### src/rtl/ccff_chain_loader.sv
// ccff_chain_loader: serialises valid/ready bitstream words onto a configuration flop chain.
// Define CCFF_READBACK_EN to add rd_* ports returning the bits that leave the chain on ccff_tail.
module ccff_chain_loader #(
  parameter int CHAIN_LEN = 24,
  parameter int WORD_W    = 8,
  parameter int CNT_W     = 5
) (
  input  logic              prog_clk,
  input  logic              prog_reset,
  input  logic              start,
  input  logic [WORD_W-1:0] cfg_data,
  input  logic              cfg_valid,
  output logic              cfg_ready,
  output logic              ccff_head,
  output logic              ccff_shift_en,
  input  logic              ccff_tail,
  output logic              busy,
  output logic              done
`ifdef CCFF_READBACK_EN
  ,
  output logic [WORD_W-1:0] rd_data,
  output logic              rd_valid,
  input  logic              rd_ready
`endif
);

  localparam int IDX_W = (WORD_W > 1) ? $clog2(WORD_W) : 1;

  typedef enum logic [1:0] {S_IDLE, S_LOAD, S_SHIFT, S_DONE} state_t;

  state_t            r_state;
  state_t            w_state_next;
  logic [WORD_W-1:0] r_shreg;
  logic [IDX_W-1:0]  r_idx;
  logic [CNT_W-1:0]  r_total;
  logic              r_busy;
  logic              r_done;
  logic              w_accept;
  logic              w_start_ok;
  logic              w_last_bit;
  logic              w_word_end;
  logic              w_stall;
  logic              w_fin;
  logic              w_drain_ok;

  assign w_accept   = (r_state == S_LOAD) && cfg_valid;
  assign w_start_ok = start && ((r_state == S_IDLE) || (r_state == S_DONE));
  assign w_last_bit = (r_total == CNT_W'(CHAIN_LEN - 1));
  assign w_word_end = (r_idx == IDX_W'(WORD_W - 1));

`ifdef CCFF_READBACK_EN
  // After the final shift the FSM lingers in SHIFT until the last readback word drains.
  localparam state_t FINAL_STATE = S_SHIFT;

  logic [WORD_W-1:0] r_rd_sh;
  logic [WORD_W-1:0] r_rd_data;
  logic [WORD_W-1:0] w_rd_word;
  logic [IDX_W-1:0]  r_rd_cnt;
  logic              r_rd_valid;
  logic              w_rd_emit;

  assign w_rd_emit  = (r_rd_cnt == IDX_W'(WORD_W - 1)) || w_last_bit;
  assign w_rd_word  = r_rd_sh | (WORD_W'(ccff_tail) << r_rd_cnt);
  assign w_stall    = r_rd_valid && !rd_ready && w_rd_emit;
  assign w_fin      = (r_total == CNT_W'(CHAIN_LEN));
  assign w_drain_ok = !r_rd_valid || rd_ready;

  always_ff @(posedge prog_clk) begin
    if (prog_reset) begin
      r_rd_sh    <= '0;
      r_rd_cnt   <= '0;
      r_rd_data  <= '0;
      r_rd_valid <= 1'b0;
    end else begin
      if (r_rd_valid && rd_ready) begin
        r_rd_valid <= 1'b0;
      end
      if (ccff_shift_en) begin
        if (w_rd_emit) begin
          r_rd_data  <= w_rd_word;
          r_rd_valid <= 1'b1;
          r_rd_sh    <= '0;
          r_rd_cnt   <= '0;
        end else begin
          r_rd_sh  <= w_rd_word;
          r_rd_cnt <= r_rd_cnt + IDX_W'(1);
        end
      end
    end
  end

  assign rd_data  = r_rd_data;
  assign rd_valid = r_rd_valid;
`else
  localparam state_t FINAL_STATE = S_DONE;

  logic w_unused_tail;
  assign w_unused_tail = ccff_tail;
  assign w_stall       = 1'b0;
  assign w_fin         = 1'b0;
  assign w_drain_ok    = 1'b1;
`endif

  always_ff @(posedge prog_clk) begin
    if (prog_reset) begin
      r_state <= S_IDLE;
    end else begin
      r_state <= w_state_next;
    end
  end

  always_comb begin
    w_state_next = r_state;
    case (r_state)
      S_IDLE:  if (start) w_state_next = S_LOAD;
      S_LOAD:  if (cfg_valid) w_state_next = S_SHIFT;
      S_SHIFT: begin
        if (w_fin) begin
          if (w_drain_ok) w_state_next = S_DONE;
        end else if (!w_stall) begin
          // Chain length wins over word boundary so a short final word is truncated.
          if (w_last_bit) w_state_next = FINAL_STATE;
          else if (w_word_end) w_state_next = S_LOAD;
        end
      end
      S_DONE:  if (start) w_state_next = S_LOAD;
      default: w_state_next = S_IDLE;
    endcase
  end

  always_comb begin
    cfg_ready     = (r_state == S_LOAD);
    ccff_shift_en = (r_state == S_SHIFT) && !w_fin && !w_stall;
  end

  always_ff @(posedge prog_clk) begin
    if (prog_reset) begin
      r_shreg <= '0;
      r_idx   <= '0;
      r_total <= '0;
      r_busy  <= 1'b0;
      r_done  <= 1'b0;
    end else begin
      r_busy <= (w_state_next == S_LOAD) || (w_state_next == S_SHIFT);
      r_done <= (w_state_next == S_DONE);
      if (w_start_ok) begin
        r_total <= '0;
      end
      if (w_accept) begin
        r_shreg <= cfg_data;
        r_idx   <= '0;
      end else if (ccff_shift_en) begin
        r_shreg <= r_shreg >> 1;
        r_idx   <= r_idx + IDX_W'(1);
        r_total <= r_total + CNT_W'(1);
      end
    end
  end

  assign ccff_head = r_shreg[0];
  assign busy      = r_busy;
  assign done      = r_done;

endmodule

### config.mk
export PLATFORM = sky130hd
export DESIGN_NAME = ccff_chain_loader
export DESIGN_NICKNAME = d
export VERILOG_FILES = /design/src/rtl/ccff_chain_loader.sv
export SDC_FILE = /design/constraint.sdc
export NUM_CORES = 1
export LEC_CHECK = 0
export ABC_AREA = 1
export CAP_MARGIN = 5
export CORE_ASPECT_RATIO = 0.6
export CORE_MARGIN = 2
export CORE_UTILIZATION = 35
export CTS_CLUSTER_SIZE = 40
export DETAILED_ROUTE_END_ITERATION = 8
export HOLD_SLACK_MARGIN = 0.15
export RECOVER_POWER = 100
export SETUP_SLACK_MARGIN = 0.5
export SYNTH_ARGS = -nofsm -noshare
export SYNTH_HDL_FRONTEND = slang
export SYNTH_SLANG_ARGS = --single-unit
export TNS_END_PERCENT = 50
### constraint.sdc
create_clock -name prog_clk -period 2.1 [get_ports prog_clk]
set_input_delay 0.21 -clock prog_clk [delete_from_list [all_inputs] [get_ports prog_clk]]
set_output_delay 0.21 -clock prog_clk [all_outputs]
set_load 0.02 [all_outputs]
==> run summary, run 1 <==
The run finished with clean final reports. The detailed-router iteration count before antenna repair came out at 4. The proportion of total power due to net switching is 0.3392. The final antenna diode count came out at 0.

The share of power burned in registers came out at 0.342. The worst register-to-register path has a setup slack of 410 ps. In this run the number of H-tree levels came out at 1. The clock input transition at the sequential cells of the worst setup and hold paths came out at 80 ps. The floorplan step set the die width to 75.54 um. In the routed design, unresolved DRC markers number 0. The power per cell area came out at 961.1 nW/um^2.

The number of rows created at floorplan is 15. Across the routed clock network, the largest skew measured is 2.366 ps. The slew of the pin with the lowest slew margin is 348.5 ps. Synthesis produced a netlist whose cell count is 150. The cell chosen for the clock root is clkbuf_8. The peak supply drop came out at 0.0004006 V.

The number of port buffers came out at 16. The total area of multi-input combinational cells came out at 563.0 um^2. The detail-routed net length per standard cell came out at 11.35 um. The final number of setup-violating endpoints came out at 0. The core area is 2890 um^2. The clock network fraction of total power came out at 0.284.

The number of top-level pins is 18. The worst max-slew margin expressed relative to the limit came out at 0.7674. Based on the critical path, the design can be clocked at up to 0.5919 GHz. Summing every instance area after synthesis gives 1075 um^2. Tracing the worst setup path back leads to its startpoint at r_state[1]. The via density per instance is 4.585. TritonCTS built the clock tree. Relative to the synthesized area, the layout overhead comes to 31.20%.

In the finished design, the share of the clock period the worst path needs comes to 0.8046. The hold buffer count at CTS came out at 0. The remaining antenna violation count came out at 0. The via count of the first global-routing pass is 874. The worst path arrival time is 1850 ps. In this run, CTS created clock tree buffers numbering 3. The global placer's final weighted congestion is 0.7794. The number of slew-limit violations in the final report came out at 0.

For the finished layout, the period the worst path requires is 1690 ps. At the later pin of the worst-skew pair, clock insertion delay measures 260 ps. The maximum number of pins on one net before global-route repair is 13. At the worst endpoint, the required time is 2260 ps. The worst setup path is launched from a flop. STA classifies the critical path endpoint as a flop.

The sequential-to-total area share from yosys stat is 0.3725. The first global-routing pass estimated 3788 um of wire. Setup repair after global routing could not meet its margin everywhere. The number of nets at the end of the flow is 195.

The internal power summed over all cells came out at 895.6 uW. The final route contains 995 vias. The number of distinct library cell variants in the gate-level netlist after synthesis is 26.

The library cell used most frequently in the layout, excluding fill and tap cells, is nand2_1. Fill cells in the final layout number 294. The static leakage power is 0.6846 nW.

The fraction of final layout cells with drive strength greater than 1 is 0.1771. The initial core utilization came out at 0.3719. The startpoint of the worst register-to-register path is r_state[1]. After synthesis, the mean cell area works out to 7.165 um^2.

After synthesis the netlist holds a flip-flop and latch count of 20. Summed over all nets, the half-perimeter wirelength after detailed placement is 1742 um. For this run the aggregate overflow at the end of global routing stands at 0.

The type of the most critical hold path is flop to flop. Hold is met by 471.4 ps. Summing all flip-flop and latch instances after layout gives 405.4 um^2. The area of the die came out at 3545 um^2. The global-route usage over all layers is 0.1456. The DRC marker count from the first detailed-route iteration is 75. The worst slack after detailed placement came out at 390.1 ps.

The initial antenna violation count is 0. Synthesis produced a netlist with a net count of 169. The clock drives 20 sinks.

The critical path is of the flop to flop type. The library cells used most frequently in the layout, excluding fill and tap cells, are nand2_1, inv_1, dfxtp_1. The slack of the critical path is 410.4 ps. The total wirelength of the detailed-routed design came out at 2464 um.

Counting along the longest clock path gives a buffer depth of 2. The number of warnings issued by yosys is 0. The number of failing hold endpoints at the final stage is 0. The max-cap check violation count is 0. Adding up every negative setup slack in the final design gives 0 ps. In this run the worst path has a maximum fanout of 6. The height of the die came out at 46.93 um. The share of total power dissipated in combinational logic is 0.374. The switching power of the nets came out at 459.6 uW. The critical hold path startpoint is r_shreg[7].
## power groups by stage
stage	Combinational (mW)	Clock [mW]	Sequential, mW
2_1_floorplan	0.333	0	0.475
4_1_cts	0.468	0.395	0.458
5_1_grt	0.570	0.412	0.469
3_3_place_gp	0.460	0	0.465
6_report	0.506	0.385	0.464
3_5_place_dp	0.473	0	0.467
## metrics by stage
| stage | cells | util | power [mW] | cell area, um^2 |
|---|---|---|---|---|
| floorplan | 150 | - | 0.8086 | 1090 |
| global placement | 206 | 0.4450 | 0.9248 | 1286 |
| detailed placement | 206 | 0.4450 | 0.9401 | 1286 |
| CTS | 210 | 0.4688 | 1.321 | 1355 |
| global route | 217 | 0.4879 | 1.452 | 1410 |
| finish | 217 | 0.4879 | 1.355 | 1410 |
## critical path, stage by stage, from the launching register on
cell     delay [ps]
dfxtp_1         390
ha_1            350
inv_6            70
nor2_1          100
nand3_1         110
nand3_1         110
nand2_1          80
inv_1           100
ha_4            200
inv_1            40
nor2_1           30
## cell type report
class                           instances  area share
Multi-Input combinational cell        103      0.3993
Sequential cell                        20      0.2875
Timing Repair Buffer                   24      0.1544
Inverter                               24     0.07099
Tap cell                               42     0.03727
Clock buffer                            3     0.02928
Clock inverter                          1     0.02130
## cell usage after synthesis
library cell | count | area (um^2)
nand2_4 | 2 | 22.52
buf_2 | 1 | 5.000
xnor2_1 | 1 | 8.760
inv_6 | 1 | 8.760
inv_4 | 2 | 12.51
ha_1 | 6 | 75.07
buf_4 | 1 | 7.510
nand2_1 | 49 | 183.9
o21ai_2 | 1 | 8.760
buf_6 | 1 | 11.26
nor2_4 | 1 | 11.26
o211ai_1 | 2 | 15.01
nand3_2 | 1 | 10.01
o21ai_0 | 3 | 15.01
nor2_1 | 9 | 33.78
nand4_1 | 1 | 6.260
a21oi_1 | 6 | 30.03
inv_1 | 20 | 75.07
inv_2 | 1 | 3.750
a21oi_2 | 1 | 8.760
a211oi_2 | 1 | 12.51
nor2_2 | 1 | 6.260
nand2_2 | 4 | 25.02
nand3_1 | 13 | 65.06
o211ai_2 | 1 | 12.51
dfxtp_1 | 20 | 400.4
## repair_timing
action,4_1_cts,5_1_grt
endpoints found under the setup margin,4,4
endpoints found under the hold margin,0,0
pin swaps,0,6
resized for setup,2,14
setup buffers,0,7
## flip-flops by register name, summed over array words and instances (netlist names)
register and cells:
r_state 2, r_idx 3, done 1, r_total 5
r_shreg 8, busy 1
## path summary, 6_finish.rpt
| kind | end | cells after the start |
|---|---|---|
| worst max-delay path | busy | 10 |
| worst min-delay path | r_shreg[7] | 2 |
| worst max register to register | busy | 10 |
| worst min register to register | r_shreg[7] | 2 |
## logic make-up (layout without fill, tap and decap cells)
logic type,Yosys count,count (layout),synth area share
AOI/OAI and AO/OA,15,15,0.09545
xor gates and xnor gates,1,1,0.008150
adders and majority gates,6,6,0.06985
buffers and inverters,27,52,0.1152
DFF,20,20,0.3725
and+or+nand+nor,81,81,0.3388
## per-layer routing
layer | wire (um) | global-route usage | vias to the layer above
met3 | 140 | 0.03863 | 2
li1 | - | - | 519
met4 | 27 | 0.06316 | 0
met1 | 1139 | 0.1979 | 448
met5 | 0 | 0 | -
met2 | 1157 | 0.2209 | 26
(Power assumes the default switching activity.)
==> run 2, diff against run 1 <==
==> constraint.sdc (replaced) <==
create_clock -name prog_clk -period 1.5 [get_ports prog_clk]
set_input_delay 0.15 -clock prog_clk [delete_from_list [all_inputs] [get_ports prog_clk]]
set_output_delay 0.15 -clock prog_clk [all_outputs]
set_load 0.02 [all_outputs]
==> run 2 against run 1 <==
  * The flow now finishes with violations (setup timing)
  * Fmax rose by 8.4%
  * Wire length fell by 1.7%
  * Register-to-register slack worse by 470 ps
  * Sequential share of layout area fell by 1.1 points
  * Hold slack worse by 10 ps
  * Die area is the same
  * Cell area grew 4.6%
  * Worst setup slack worse by 470 ps
  * Combinational power is 70% higher
  * Total power increased by 37%
==> run summary, run 2 (synthesis results as in run 1) <==
The clock tree buffer depth is 2 (unchanged). The remaining design rule violation count came out at 0 (unchanged). The area of the die came out at 3545 um^2 (unchanged). The maximum number of pins on one net before global-route repair is 12 (-1). In the final layout, the registers with the most flip-flops are r_shreg x8, r_total x5, r_idx x3. The number of slew-limit violations in the final report came to 0 (unchanged). The final number of setup-violating endpoints is 1 (+1). The largest individual stage delay along the critical path comes from the cell dfxtp_2. The slack of the critical path was -57.96 ps (-468.4 ps). The share of the clock period used by the worst path after layout is 1.039 (+0.2341). The busiest layer in global routing is met2.

The library cells used most frequently in the layout, excluding fill and tap cells, are nand2_1, inv_1, dfxtp_1. The DRC marker count from the first detailed-route iteration is 73 (-2.7%). The number of rows created at floorplan is 15 (unchanged). The met1 track utilization from global routing is 0.2057 (+0.007762). The final critical delay including setup and external delays came out at 1558 ps (-131.6 ps). The worst max-slew margin expressed relative to the limit came out at 0.7412 (-0.02621). The classification of the worst setup path is flop to flop.

The hold buffer count at CTS came out at 0 (unchanged). The total wirelength of the detailed-routed design is 2423 um (-1.7%). The clock input transition at the sequential cells of the worst setup and hold paths came out at 70 ps (about the same).

The number of nets at the end of the flow was 198 (+1.5%). The global placer's final weighted congestion is 0.7933 (+1.8%). The capturing element type of the critical path is a flop. The number of H-tree branching levels came out at 1 (unchanged).

The worst hold slack came out at 461.3 ps (-10.08 ps). The placed wire-length estimate after detailed placement is 1769 um (+1.5%). The initial antenna violation count is 0 (unchanged). The total via count after detailed routing came out at 993 (-0.20%). The final core area utilization is 0.5104 (+0.02251). The final antenna diode count came out at 0 (unchanged). The portion of total power attributed to combinational logic is 0.465 (+0.091). The sequential cell area came out at 407.9 um^2 (+0.62%). The initial core utilization was 0.3719 (unchanged). The power per cell area came out at 1255 nW/um^2 (+31%).

The via count of the first global-routing pass is 896 (+2.5%). The maximum frequency from static timing analysis is 0.6419 GHz (+8.4%). The checks that failed: setup timing.

The first-pass GRT wire length is 3939 um (+4.0%). The worst path arrival time came to 1700 ps (-150 ps). The biggest fanout along the worst timing path is 2 (-4).

The number of fill cells in the layout came out at 307 (+4.4%). The clock network fraction of total power came out at 0.185 (-0.099). The critical path required time is 1640 ps (-620 ps).

The total clock buffers created by CTS was 3 (unchanged). The share of power burned in registers is 0.350 (+0.008). The global-route usage over all layers is 0.1492 (+0.003685). The cell chosen for the clock root is clkbuf_8.

The total area of multi-input combinational cells came to 619.3 um^2 (+10%). The number of top-level pins was 18 (unchanged). The cell class contributing the biggest share of worst-path delay is adder cells. The detailed-router iteration count before antenna repair is 4 (unchanged). The overflow left after global routing came out at 0 (unchanged). The via density per instance came out at 4.534 (-1.1%). The worst setup path is launched from a flop.

The total buffers and inverters traversed by the critical path came out at 1 (-2). The flip-flop count of the largest register after layout came to 8 (unchanged). The met3 demand-to-capacity share in global routing is 0.05365 (+0.01502).

The signal on the critical path passes through ha_4 -> ha_4 -> nor2_2 -> nor2_1 -> nor2_1 -> nand2_1 -> nand2_2 -> nand2_1 -> ha_1 -> inv_1 -> nor2_1. The overall die width came out at 75.54 um (unchanged). The proportion of total power due to net switching came to 0.3605 (+0.02138). TritonCTS built the clock tree. The clock skew came out at 2.214 ps (-0.1521 ps). The met2 track utilization from global routing is 0.2330 (+0.01217). The worst hold path belongs to the class flop to flop. The slew of the pin with the lowest slew margin is 387.8 ps (+39.27 ps). The largest register by flop count is r_shreg. The flow ran to the end, but the final reports show violations. The most numerous cell type found on the critical path is nor2_1. The peak supply drop came out at 0.0006911 V (+73%). The number of failing hold endpoints at the final stage is 0 (unchanged). The switching power of the nets was 667.3 uW (+45%). The area overhead of the layout relative to synthesis came out at 37.25%. The most common cell after layout, fill and taps aside is nand2_1.

The later-pin clock latency in the skew report is 250 ps (about the same). The fraction of final layout cells with drive strength greater than 1 came to 0.2768 (+0.09969). The static leakage power came out at 0.6838 nW (-0.12%). Setup repair after global routing could not meet its margin everywhere.

The number of port buffers is 16 (unchanged). The core area came out at 2890 um^2 (unchanged). The remaining antenna violation count came out at 0 (unchanged).

The max-cap check violation count came to 0 (unchanged). The internal power summed over all cells is 1.183 mW (+32%). The detail-routed net length per standard cell is 11.06 um (-2.6%). The number of clock sinks seen by CTS came out at 20 (unchanged). The delay of the slowest critical-path stage came to 340 ps (-50 ps). The height of the die came out at 46.93 um (unchanged).
[run 2: path summary, 6_finish.rpt]
| check | start | end | slack (ps) | depth (start not counted) |
|---|---|---|---|---|
| min | r_shreg[7] | r_shreg[7] | 460 | 2 |
| max reg2reg | r_idx[1] | busy | -60 | 11 |
| min reg2reg | r_shreg[7] | r_shreg[7] | 460 | 2 |
| max | r_idx[1] | busy | -60 | 11 |
[run 2: power groups by stage]
| stage | clock network [mW] | logic, mW | registers [mW] |
|---|---|---|---|
| 6_report | 0.342 | 0.860 | 0.648 |
| 5_1_grt | 0.378 | 0.949 | 0.655 |
| 4_1_cts | 0.360 | 0.806 | 0.646 |
| 3_5_place_dp | 0 | 0.740 | 0.652 |
| 3_3_place_gp | 0 | 0.727 | 0.652 |
| 2_1_floorplan | 0 | 0.477 | 0.669 |
[run 2: metrics by stage]
step           area (um^2)  power [mW]  setup slack [ps]  cells  TNS [ps]
2_1_floorplan         1097       1.146            -7.525    150    -7.525
5_1_grt               1475       1.982            -142.8    219    -557.2
3_5_place_dp          1335       1.392            -102.0    212    -103.9
4_1_cts               1453       1.812            -22.61    217    -22.61
3_3_place_gp          1335       1.379            -66.24    212    -66.24
6_report              1475       1.851            -57.96    219    -57.96
[run 2: area by class of cell]
class                           count  area share
Timing Repair Buffer               26      0.1645
Inverter                           24     0.07294
Clock buffer                        3     0.02799
Multi-Input combinational cell    103      0.4198
Sequential cell                    20      0.2765
Timing Repair inverter              1    0.002545
Tap cell                           42     0.03562
[run 2: worst min-delay path, cell delays in order (launching register included)]
cell	delay, ps
dfxtp_1	310
nand2_1	60
a21oi_1	50
[run 2: timing repair]
item                                    4_1_cts  5_1_grt
resized for setup                            42       16
setup buffers                                 1        2
hold endpoints to repair                      0        0
endpoints found under the setup margin       25       24
pin swaps                                     6        7
cloned                                        1        0
[run 2: metal layers]
layer	vias to the layer above	wire (um)	share of wire
met3	0	94	0.039
met2	14	1143	0.47
met4	0	0	0
met5	-	0	0
met1	458	1185	0.49
li1	521	-	-
==> run 3, diff against run 2 <==
--- a/config.mk
+++ b/config.mk
@@ -6,7 +6,7 @@
 export NUM_CORES = 1
 export LEC_CHECK = 0
 export ABC_AREA = 1
-export CAP_MARGIN = 5
+export CAP_MARGIN = 20
 export CORE_ASPECT_RATIO = 0.6
 export CORE_MARGIN = 2
 export CORE_UTILIZATION = 35
==> results of run 3 <==
Same layout as run 2: the final DEF is identical, and so are final timing and power.
